===== config.mk =====
export PLATFORM = sky130hd
export DESIGN_NAME = eth_tx_sched_flat
export DESIGN_NICKNAME = d
export VERILOG_FILES = /design/src/rtl/eth_tx_sched_if.sv /design/src/rtl/eth_tx_sched.sv /design/src/flat_wrapper.sv
export SDC_FILE = /design/constraint.sdc
export NUM_CORES = 1
export LEC_CHECK = 0
export ABC_CLOCK_PERIOD_IN_PS = 2600
export CAP_MARGIN = 20
export CORE_MARGIN = 5
export CORE_UTILIZATION = 42
export CTS_CLUSTER_SIZE = 30
export DETAILED_ROUTE_END_ITERATION = 10
export PLACE_DENSITY = 0.8
export SYNTH_ARGS = -nofsm -noshare
export SYNTH_HDL_FRONTEND = slang
export SYNTH_SLANG_ARGS = --single-unit

===== constraint.sdc =====
create_clock -name clk -period 2.6 [get_ports clk]
set_clock_uncertainty 0.15 [all_clocks]
set_input_delay 0.52 -clock clk [delete_from_list [all_inputs] [get_ports clk]]
set_output_delay 0.52 -clock clk [all_outputs]
set_load 0.02 [all_outputs]

===== src/rtl/eth_tx_sched_if.sv =====
// Bundle between the TX scheduler and its neighbours: eth_recv type pulses, ARP/UDP byte sources, framer output.
// slave is the scheduler's view; master is the view of whatever drives the sources and consumes the stream.
interface eth_tx_sched_if;
   logic [1:0]  pkt_type;
   logic [31:0] tpa;
   logic [31:0] self_ip;
   logic        arp_start;
   logic [7:0]  arp_dat;
   logic        arp_vld;
   logic        arp_last;
   logic        udp_req;
   logic        udp_gnt;
   logic [7:0]  udp_dat;
   logic        udp_vld;
   logic        udp_last;
   logic [7:0]  tx_dat;
   logic        tx_vld;
   logic        tx_sof;
   logic        tx_eof;
   logic        tx_abort;
   logic        busy;
   logic [7:0]  arp_drop;

   modport slave (
      input  pkt_type, tpa, self_ip,
      output arp_start,
      input  arp_dat, arp_vld, arp_last,
      input  udp_req,
      output udp_gnt,
      input  udp_dat, udp_vld, udp_last,
      output tx_dat, tx_vld, tx_sof, tx_eof, tx_abort, busy, arp_drop
   );

   modport master (
      output pkt_type, tpa, self_ip,
      input  arp_start,
      output arp_dat, arp_vld, arp_last,
      output udp_req,
      input  udp_gnt,
      output udp_dat, udp_vld, udp_last,
      input  tx_dat, tx_vld, tx_sof, tx_eof, tx_abort, busy, arp_drop
   );
endinterface


===== src/rtl/eth_tx_sched.sv =====
// Single TX byte stream scheduler: latches ARP requests for our IP, round-robins ARP/UDP, forwards bytes, forces IFG.
// Latency: 1 clk arbitration, 1 clk byte forwarding. No backpressure: a started/granted source streams freely.
module eth_tx_sched #(
   parameter int unsigned IFG_BYTES = 12,
   parameter int unsigned MAX_FRAME = 1514
) (
   input logic           clk,
   input logic           rst,
   eth_tx_sched_if.slave bus
);

   typedef enum logic [1:0] {IDLE, ARP_TX, UDP_TX, GAP} state_t;

   localparam int unsigned   GW       = (IFG_BYTES > 1) ? $clog2(IFG_BYTES) : 1;
   localparam logic [GW-1:0] IFG_LAST = GW'(IFG_BYTES - 1);
   localparam logic [10:0]   MAX_LAST = 11'(MAX_FRAME - 1);
   localparam logic          SRV_ARP  = 1'b0;
   localparam logic          SRV_UDP  = 1'b1;

   state_t        state_q;
   logic          arp_pend_q, arp_pend_d;
   logic [7:0]    arp_drop_q, arp_drop_d;
   logic          last_srv_q;
   logic [10:0]   byte_cnt_q;
   logic [GW-1:0] gap_cnt_q;
   logic          arp_start_q, udp_gnt_q;
   logic [7:0]    data_q;
   logic          data_vl_q, sof_q, eof_q, abort_q;

   logic       arp_hit, grant_arp, grant_udp, wd_hit;
   logic       src_vl, src_last;
   logic [7:0] src_data;

   always_comb begin
      src_vl   = 1'b0;
      src_last = 1'b0;
      src_data = 8'd0;
      if (state_q == ARP_TX) begin
         src_vl   = bus.arp_vld;
         src_last = bus.arp_last;
         src_data = bus.arp_vld ? bus.arp_dat : 8'd0;
      end else if (state_q == UDP_TX) begin
         src_vl   = bus.udp_vld;
         src_last = bus.udp_last;
         src_data = bus.udp_vld ? bus.udp_dat : 8'd0;
      end
   end

   assign arp_hit   = (bus.pkt_type == 2'd1) && (bus.tpa == bus.self_ip);
   // On contention the source not served last time wins.
   assign grant_arp = (state_q == IDLE) && arp_pend_q && (!bus.udp_req || last_srv_q == SRV_UDP);
   assign grant_udp = (state_q == IDLE) && bus.udp_req && (!arp_pend_q || last_srv_q == SRV_ARP);
   assign wd_hit    = (byte_cnt_q == MAX_LAST);

   // A new request in the same clk as the start pulse keeps the pending flag set.
   assign arp_pend_d = arp_hit | (arp_pend_q & ~grant_arp);
   assign arp_drop_d = (arp_hit && arp_pend_q && !grant_arp && arp_drop_q != 8'hFF)
                       ? arp_drop_q + 8'd1 : arp_drop_q;

   always_ff @(posedge clk or posedge rst) begin
      if (rst) begin
         state_q     <= IDLE;
         arp_pend_q  <= 1'b0;
         arp_drop_q  <= 8'd0;
         last_srv_q  <= SRV_UDP;
         byte_cnt_q  <= 11'd0;
         gap_cnt_q   <= '0;
         arp_start_q <= 1'b0;
         udp_gnt_q   <= 1'b0;
         data_q      <= 8'd0;
         data_vl_q   <= 1'b0;
         sof_q       <= 1'b0;
         eof_q       <= 1'b0;
         abort_q     <= 1'b0;
      end else begin
         arp_pend_q  <= arp_pend_d;
         arp_drop_q  <= arp_drop_d;
         arp_start_q <= 1'b0;
         udp_gnt_q   <= 1'b0;
         data_q      <= 8'd0;
         data_vl_q   <= 1'b0;
         sof_q       <= 1'b0;
         eof_q       <= 1'b0;
         abort_q     <= 1'b0;
         case (state_q)
            IDLE: begin
               if (grant_arp) begin
                  state_q     <= ARP_TX;
                  arp_start_q <= 1'b1;
                  byte_cnt_q  <= 11'd0;
               end else if (grant_udp) begin
                  state_q    <= UDP_TX;
                  udp_gnt_q  <= 1'b1;
                  byte_cnt_q <= 11'd0;
               end
            end
            ARP_TX, UDP_TX: begin
               data_q    <= src_data;
               data_vl_q <= src_vl;
               if (src_vl) begin
                  byte_cnt_q <= byte_cnt_q + 11'd1;
                  sof_q      <= (byte_cnt_q == 11'd0);
                  if (src_last || wd_hit) begin
                     eof_q      <= 1'b1;
                     abort_q    <= !src_last;
                     state_q    <= GAP;
                     gap_cnt_q  <= '0;
                     last_srv_q <= (state_q == UDP_TX) ? SRV_UDP : SRV_ARP;
                  end
               end
            end
            GAP: begin
               if (gap_cnt_q == IFG_LAST) state_q <= IDLE;
               else gap_cnt_q <= gap_cnt_q + 1'b1;
            end
            default: state_q <= IDLE;
         endcase
      end
   end

   assign bus.arp_start = arp_start_q;
   assign bus.udp_gnt   = udp_gnt_q;
   assign bus.tx_dat    = data_q;
   assign bus.tx_vld    = data_vl_q;
   assign bus.tx_sof    = sof_q;
   assign bus.tx_eof    = eof_q;
   assign bus.tx_abort  = abort_q;
   assign bus.busy      = (state_q != IDLE);
   assign bus.arp_drop  = arp_drop_q;

endmodule


===== src/flat_wrapper.sv =====
// flat-port wrapper written by rule: the top's interface ports become plain ports
module eth_tx_sched_flat 
#(
   parameter int unsigned IFG_BYTES = 12,
   parameter int unsigned MAX_FRAME = 1514
)
  (clk, rst, bus_pkt_type, bus_tpa, bus_self_ip, bus_arp_start, bus_arp_dat, bus_arp_vld, bus_arp_last, bus_udp_req, bus_udp_gnt, bus_udp_dat, bus_udp_vld, bus_udp_last, bus_tx_dat, bus_tx_vld, bus_tx_sof, bus_tx_eof, bus_tx_abort, bus_busy, bus_arp_drop);
  eth_tx_sched_if bus_i ();
  input logic clk;
  input logic rst;
  input wire logic [$bits(bus_i.pkt_type)-1:0] bus_pkt_type;
  input wire logic [$bits(bus_i.tpa)-1:0] bus_tpa;
  input wire logic [$bits(bus_i.self_ip)-1:0] bus_self_ip;
  output wire logic [$bits(bus_i.arp_start)-1:0] bus_arp_start;
  input wire logic [$bits(bus_i.arp_dat)-1:0] bus_arp_dat;
  input wire logic [$bits(bus_i.arp_vld)-1:0] bus_arp_vld;
  input wire logic [$bits(bus_i.arp_last)-1:0] bus_arp_last;
  input wire logic [$bits(bus_i.udp_req)-1:0] bus_udp_req;
  output wire logic [$bits(bus_i.udp_gnt)-1:0] bus_udp_gnt;
  input wire logic [$bits(bus_i.udp_dat)-1:0] bus_udp_dat;
  input wire logic [$bits(bus_i.udp_vld)-1:0] bus_udp_vld;
  input wire logic [$bits(bus_i.udp_last)-1:0] bus_udp_last;
  output wire logic [$bits(bus_i.tx_dat)-1:0] bus_tx_dat;
  output wire logic [$bits(bus_i.tx_vld)-1:0] bus_tx_vld;
  output wire logic [$bits(bus_i.tx_sof)-1:0] bus_tx_sof;
  output wire logic [$bits(bus_i.tx_eof)-1:0] bus_tx_eof;
  output wire logic [$bits(bus_i.tx_abort)-1:0] bus_tx_abort;
  output wire logic [$bits(bus_i.busy)-1:0] bus_busy;
  output wire logic [$bits(bus_i.arp_drop)-1:0] bus_arp_drop;
  assign bus_i.pkt_type = bus_pkt_type;
  assign bus_i.tpa = bus_tpa;
  assign bus_i.self_ip = bus_self_ip;
  assign bus_arp_start = bus_i.arp_start;
  assign bus_i.arp_dat = bus_arp_dat;
  assign bus_i.arp_vld = bus_arp_vld;
  assign bus_i.arp_last = bus_arp_last;
  assign bus_i.udp_req = bus_udp_req;
  assign bus_udp_gnt = bus_i.udp_gnt;
  assign bus_i.udp_dat = bus_udp_dat;
  assign bus_i.udp_vld = bus_udp_vld;
  assign bus_i.udp_last = bus_udp_last;
  assign bus_tx_dat = bus_i.tx_dat;
  assign bus_tx_vld = bus_i.tx_vld;
  assign bus_tx_sof = bus_i.tx_sof;
  assign bus_tx_eof = bus_i.tx_eof;
  assign bus_tx_abort = bus_i.tx_abort;
  assign bus_busy = bus_i.busy;
  assign bus_arp_drop = bus_i.arp_drop;
  eth_tx_sched #(.IFG_BYTES(IFG_BYTES), .MAX_FRAME(MAX_FRAME)) u_core (.clk(clk), .rst(rst), .bus(bus_i));
endmodule

### Word level (Yosys, flattened, before mapping)

Cells that the tools add are included.

* input bits: 89
* output and inout bits: 23
* register bits: 41
* word-level logic and storage cells: 96

* bitwise gates (word level): 4
* reductions and logical operators: 25
* add/subtract/negate cells: 3
* multiplexer cells: 38
* equality and inequality tests: 13

Operators by type and width (number)
* $mux 8: 5
* $mux 11: 3
* $eq 32x32->1: 1
* $pmux 11 s2: 1
* $mux 1: 19
* $mux 4: 3
* $add 11x1->11 const B: 1
* $eq 11x11->1 const B: 1
* $logic_not 11->1: 1
* $mux 2: 5
* $add 8x1->8 const B: 1
* $logic_and 1x1->1: 8
* $ne 8x8->1 const B: 1
* $pmux 4 s2: 1
* $reduce_and 4->1: 2
* $ne 2x1->1 const B: 3
* $pmux 2 s3: 1
* $reduce_and 3->1: 2
* $reduce_bool 2->1: 3
* $add 4x1->4 const B: 1
* $eq 2x1->1 const B: 2
* $eq 2x2->1 const B: 2
* $eq 4x4->1 const B: 1
* $logic_not 1->1: 4
* other kinds (8): 11

### Logic depth before layout (Yosys ltp)

* depth after elaboration: 7
* gate-level depth with buffers: 8
* depth with buffers taken out: 8

### Least setup slack after synthesis

No wires, ideal clock.

* kind: register to register
* start point: register u_core.arp_drop_q[0] (netlist: u_core.bus.arp_drop[0])
* end point: register u_core.arp_drop_q[6] (netlist: u_core.bus.arp_drop[6])
* cell stages (with the launch flop): 7
* period minus slack after synthesis: 2.348 ns
* data required time: 2.321 ns
* data arrival time: 2.069 ns
* slack: 0.252 ns
* library setup time: 0.129 ns
* buffers on the path: 0
* cells stage by stage: dfrtp_1 > ha_1 > and3_1 > a311oi_1 > nand4_1 > or3_1 > xnor2_1

* longest elaborated chain between the ends: 2
* elaborated cells between the ends (all ways): 3
* those cells by class: add/sub: 1; eq/ne: 1; reduce/logical: 1

Ends and longest elaborated chain
* start, declared: line eth_tx_sched.sv:22 `logic [7:0] arp_drop_q, arp_drop_d;`
* start signal, assigned: line eth_tx_sched.sv:77 `arp_drop_q <= arp_drop_d;`
* parallel branches: the longest is 2 deep, another holds $add 8x1->8

Parallel ways; which one is timed is not known.
A chain may end at the register's enable or synchronous reset.

### Worst setup path after layout

* start point: input port bus_tpa[9]
* end point: register u_core.arp_drop_q[7] (netlist: u_core.bus.arp_drop[7])

* longest elaborated chain between the ends: 5

Ends and longest elaborated chain
* start, declared: line flat_wrapper.sv:12 `input wire logic [$bits(bus_i.tpa)-1:0] bus_tpa;`
* $eq 32x32->1: line eth_tx_sched.sv:49 `assign arp_hit = (bus.pkt_type == 2'd1) && (bus.tpa == bus.self_ip);`
* $logic_and 1x1->1: line eth_tx_sched.sv:49
* $logic_and 1x1->1 (3 in series): line eth_tx_sched.sv:57 `assign arp_drop_d = (arp_hit && arp_pend_q && !grant_arp && arp_drop_q != 8'hFF)`

No other way between the ends.

==> results by stage <==
Timing:
- The worst pin sits at a relative slew slack of 65.9%.
- Setup repair after global routing left no endpoint under its margin.
- Timing would allow up to slightly above 400 MHz.
- At the pin with the least slew margin, the transition time is between 0.5 and 0.6 ns.
- After layout, the minimum clock period comes to 2.44 ns.
- The number of pins with negative max-slew slack in the final report is 0.
- Setup violations remaining at the end of the flow were counted as 0.
- The number of failing hold endpoints at the final stage is 0.
- The share of the cycle needed by the critical path after routing is between 90% and 100%.

Yosys:
- The async set-or-reset flop fraction in the synthesized netlist is 100%.
- The number of warnings issued by yosys is 0.
- The synthesized design contains 0 enable-type register cells.
- Ranked by total cell area, the synthesized netlist is headed by dfrtp_1 (40%), xor2_1 (12%), ha_1 (5.5%), nor2b_1 (3.7%), nand2_1 (3.4%).
- The post-synthesis net count is ~360.
- The flip-flop and latch count after synthesis is slightly above 40.
- Of all cell types, the one taking the most synthesized area is dfrtp_1.
- Synthesis handed over a netlist of 263 instances.
- The number of distinct library cell variants in the gate-level netlist after synthesis is 48.
- The portion of the post-synthesis area used by sequential elements is ~40%.
- The area fraction of the dominant cell type after synthesis is between 30% and 40%.
- The synthesized area per cell is 9.55 um^2.
- The most used flip-flop cell after synthesis is dfrtp_1.
- The cell area after synthesis is 2510 um^2.

Clocking:
- The clock net in this run drives a total of 41 sinks.
- The buffer cell driving the clock tree root is clkbuf_8.
- The clock passes through at most 2 buffers.
- The number of H-tree levels is 2.
- The CTS tree is yes.
- The clock insertion delay at the later pin of the skew report is slightly below 0.3 ns.
- After clock tree synthesis, the clock-pin slew on the worst setup and hold paths is 0.07 ns.
- The number of buffers created by CTS is 5.
- The number of buffers inserted by post-CTS setup repair is 0.

Global route:
- The total overflow left after global routing is 0.
- The via count of the first global-routing pass was ~2,500.
- The first global-routing pass estimated 10,900 um of wire.
- Global routing used a little under a fifth of the available tracks across all layers.
- The initial antenna violation count is 0.
- Entering global routing, the biggest net connects 42 pins.

Setup path:
- The startpoint type of the worst setup path is a primary input.
- The critical path data required time is 2.66 ns.
- For this design, the slowest cell found on the critical path is clkdlybuf4s50_1.
- Data on the critical path arrives at its endpoint at between 2 and 3 ns.
- The startpoint-to-endpoint class of the critical path is in2reg.
- The endpoint type of the worst setup path is a flop.
- The largest stage delay on the critical path is 0.46 ns.
- The number of buffers and inverters on the critical path is 2.
- The path length in cells of the critical path is 8.
- The worst register-to-register path has a depth of 8.
- The worst register-to-register path begins at u_core.state_q[0].
- The largest fanout of any net on the critical path is 3.
- The gate family responsible for the most delay along the worst path is simple AND/OR/NAND/NOR gates.
- In this run the register-to-register setup slack is 0.28 ns.
- Walking the worst path, the cells encountered are clkdlybuf4s50_1 -> and2b_2 -> or3_1 -> nor4_2 -> nand4_1 -> buf_4 -> nor3_2 -> xor2_1.
- The destination of the worst register-to-register timing path is u_core.state_q[1].

Floorplan:
- The initial core utilization is approximately 43%.
- The total area inside the core boundary comes to between 5000 and 6000 um^2.
- For this design the top-level I/O count stands at 112.
- The count of standard-cell rows is 28.
- The total die area is 7630 um^2.
- The floorplan die height is roughly 87 um.
- The floorplan step set the die width to around 87 um.

Placed design:
- The number of port buffers is 111.
- Routability-driven placement finished with a final weighted congestion of around 0.77.
- After detailed placement, the total cell area comes to 3850 um^2.
- Counting tap cells, the placed design contains a total of approximately 470 instances.
- Detailed placement ended at an HPWL of 5650 um.

Status:
- The flow ran to the end, and the final reports show no timing, DRC or antenna violations.

Worst hold path:
- The tightest min-delay check is of the reg2reg type.
- The depth of the worst hold-timing path is 1.
- The worst hold path begins at u_core.bus.arp_drop[6].
- The endpoint of the worst hold path is u_core.bus.arp_drop[6].

Power and ir drop:
- In this run the static leakage power is 0.00171 uW.
- The cell-internal power is 1600 uW.
- In this run the power spent charging and discharging nets is 878 uW.
- The clock network fraction of total power is 17.0%.
- The power per cell area is 627 nW/um^2.
- The share of power burned in registers is 32.6%.
- In this run switching power makes up 35.4% of total power.
- The peak supply drop is 0.000413 V.
- The share of total power dissipated in combinational logic is between 50% and 60%.

Flow run:
- The number of max-cap violations is 0.

Drt:
- Before antenna repair, the detailed router went through 4 iterations.
- The final layout contains routed wiring with a total length of about 6800 um.
- The detail route stage leaves a number of antenna-violating nets equal to 0.
- The count of routing violations after the opening detailed-route iteration is 92.
- After detailed routing, the number of vias per cell comes to a little over 5.
- The routed layout has ~2,400 vias.
- The wire length per cell after detailed routing is 14.3 um.
- The remaining routing DRC violations is 0.

Layout:
- The post-layout instance count excluding filler cells is 474.
- In the layout the commonest cells are clkdlybuf4s50_1 (111), dfrtp_1 (40), xor2_1 (35).
- The library cell used most frequently in the layout, excluding fill and tap cells, is clkdlybuf4s50_1.
- From synthesis to final layout, the design area changed by 57.1%.
- At the end of the flow, the number of nets in the layout was 498.
- Summing all non-filler instances in the final layout gives an area of 3950 um^2.
- The number of antenna diodes in the final layout is 0.
- The layout cell share with drive strength beyond 1 is 9.77%.
[per-stage QoR]
stage	TNS, ns	total power (uW)	hold WS [ns]	worst slack (ns)	utilization (%)
global route	0	2670	0.379	0.0354	67.0
global placement	-0.146	2020	0.349	-0.0688	65.4
CTS	0	2500	0.373	0.117	67.0
detailed placement	-0.649	2070	0.363	-0.206	65.4
finish	0	2480	0.376	0.161	67.0
floorplan	0	1520	0.310	0.252	-
[cell families after synthesis]
kind of cell / Yosys count / synth area share, %
mux: 4 / 1.69
flops: 41 / 40.9
simple gates: 120 / 26.7
xor+xnor: 42 / 14.6
buf+inv: 12 / 1.84
compound gates: 33 / 8.76
fa+ha+maj: 11 / 5.48
[power groups by stage]
stage | Clock [uW] | Combinational (uW) | Sequential (uW)
floorplan | 0 | 644 | 879
CTS | 434 | 1260 | 809
detailed placement | 0 | 1250 | 822
global placement | 0 | 1210 | 814
global route | 465 | 1380 | 823
finish | 421 | 1250 | 808
[worst register-to-register path, stage by stage (launching register included)]
cell      delay [ns]
dfrtp_1         0.42
inv_1           0.14
ha_1            0.25
nand2_1         0.06
o21ai_0         0.22
a21oi_1         0.11
o21a_1          0.19
a211oi_1        0.30
mux2_1          0.36
[synth_stat cells, drive strengths merged, types with 2 or more instances]
master,instances
o21ai,8
or3,3
nor2b,16
nand4,8
nand3,8
nand3b,2
a22oi,8
mux2i,2
o22ai,2
a311oi,2
nor4,10
a21oi,4
mux2,2
nand2b,2
a21boi,2
and3,6
nor2,24
dfrtp,40
or2,3
a211oi,2
inv,10
xor2,35
xnor2,7
nand2,23
nor3,8
ha,11
[how the worst max path moves through the flow]
stage / start / slack [ns] / to
after CTS: bus_tpa[9] / 0.12 / u_core.bus.arp_drop[7]
after floorplan: u_core.bus.arp_drop[0] / 0.25 / u_core.bus.arp_drop[6]
after global routing: bus_tpa[9] / 0.04 / u_core.bus.arp_drop[7]
after detailed placement: bus_tpa[9] / -0.21 / u_core.bus.arp_drop[7]
after global placement: bus_tpa[9] / -0.07 / u_core.bus.arp_drop[6]
final: bus_tpa[9] / 0.16 / u_core.bus.arp_drop[7]
[final cells by class]
cell class	count	area [um^2]
well taps	75	93.8
inverters	10	37.5
flip-flops and latches	41	1030
multi-input cells	210	1440
repair buffers	130	1250
clock buffers	8	90.1
fillers	467	1940
[sequential cells by signal, summed over array words and instances, names as in the netlist, 2 cells and up]
name and cells:
u_core.byte_cnt_q 11, u_core.bus.arp_drop 8, u_core.bus.tx_dat 8, u_core.gap_cnt_q 4, u_core.state_q 2
[what timing repair did]
| item | in CTS | in global routing |
|---|---|---|
| resized for setup | 0 | 1 |
| hold buffers | 0 | 0 |
| endpoints found under the setup margin | 0 | 1 |
[per-layer routing]
layer / vias up / global-route usage, % / wire, um
li1: 1183 / - / -
met1: 1122 / 19.8 / 2510
met2: 69 / 33.2 / 3620
met3: 9 / 6.15 / 561
met4: 0 / 5.02 / 80
met5: - / 0 / 0
No activity file was read; power rests on OpenSTA's default activity.
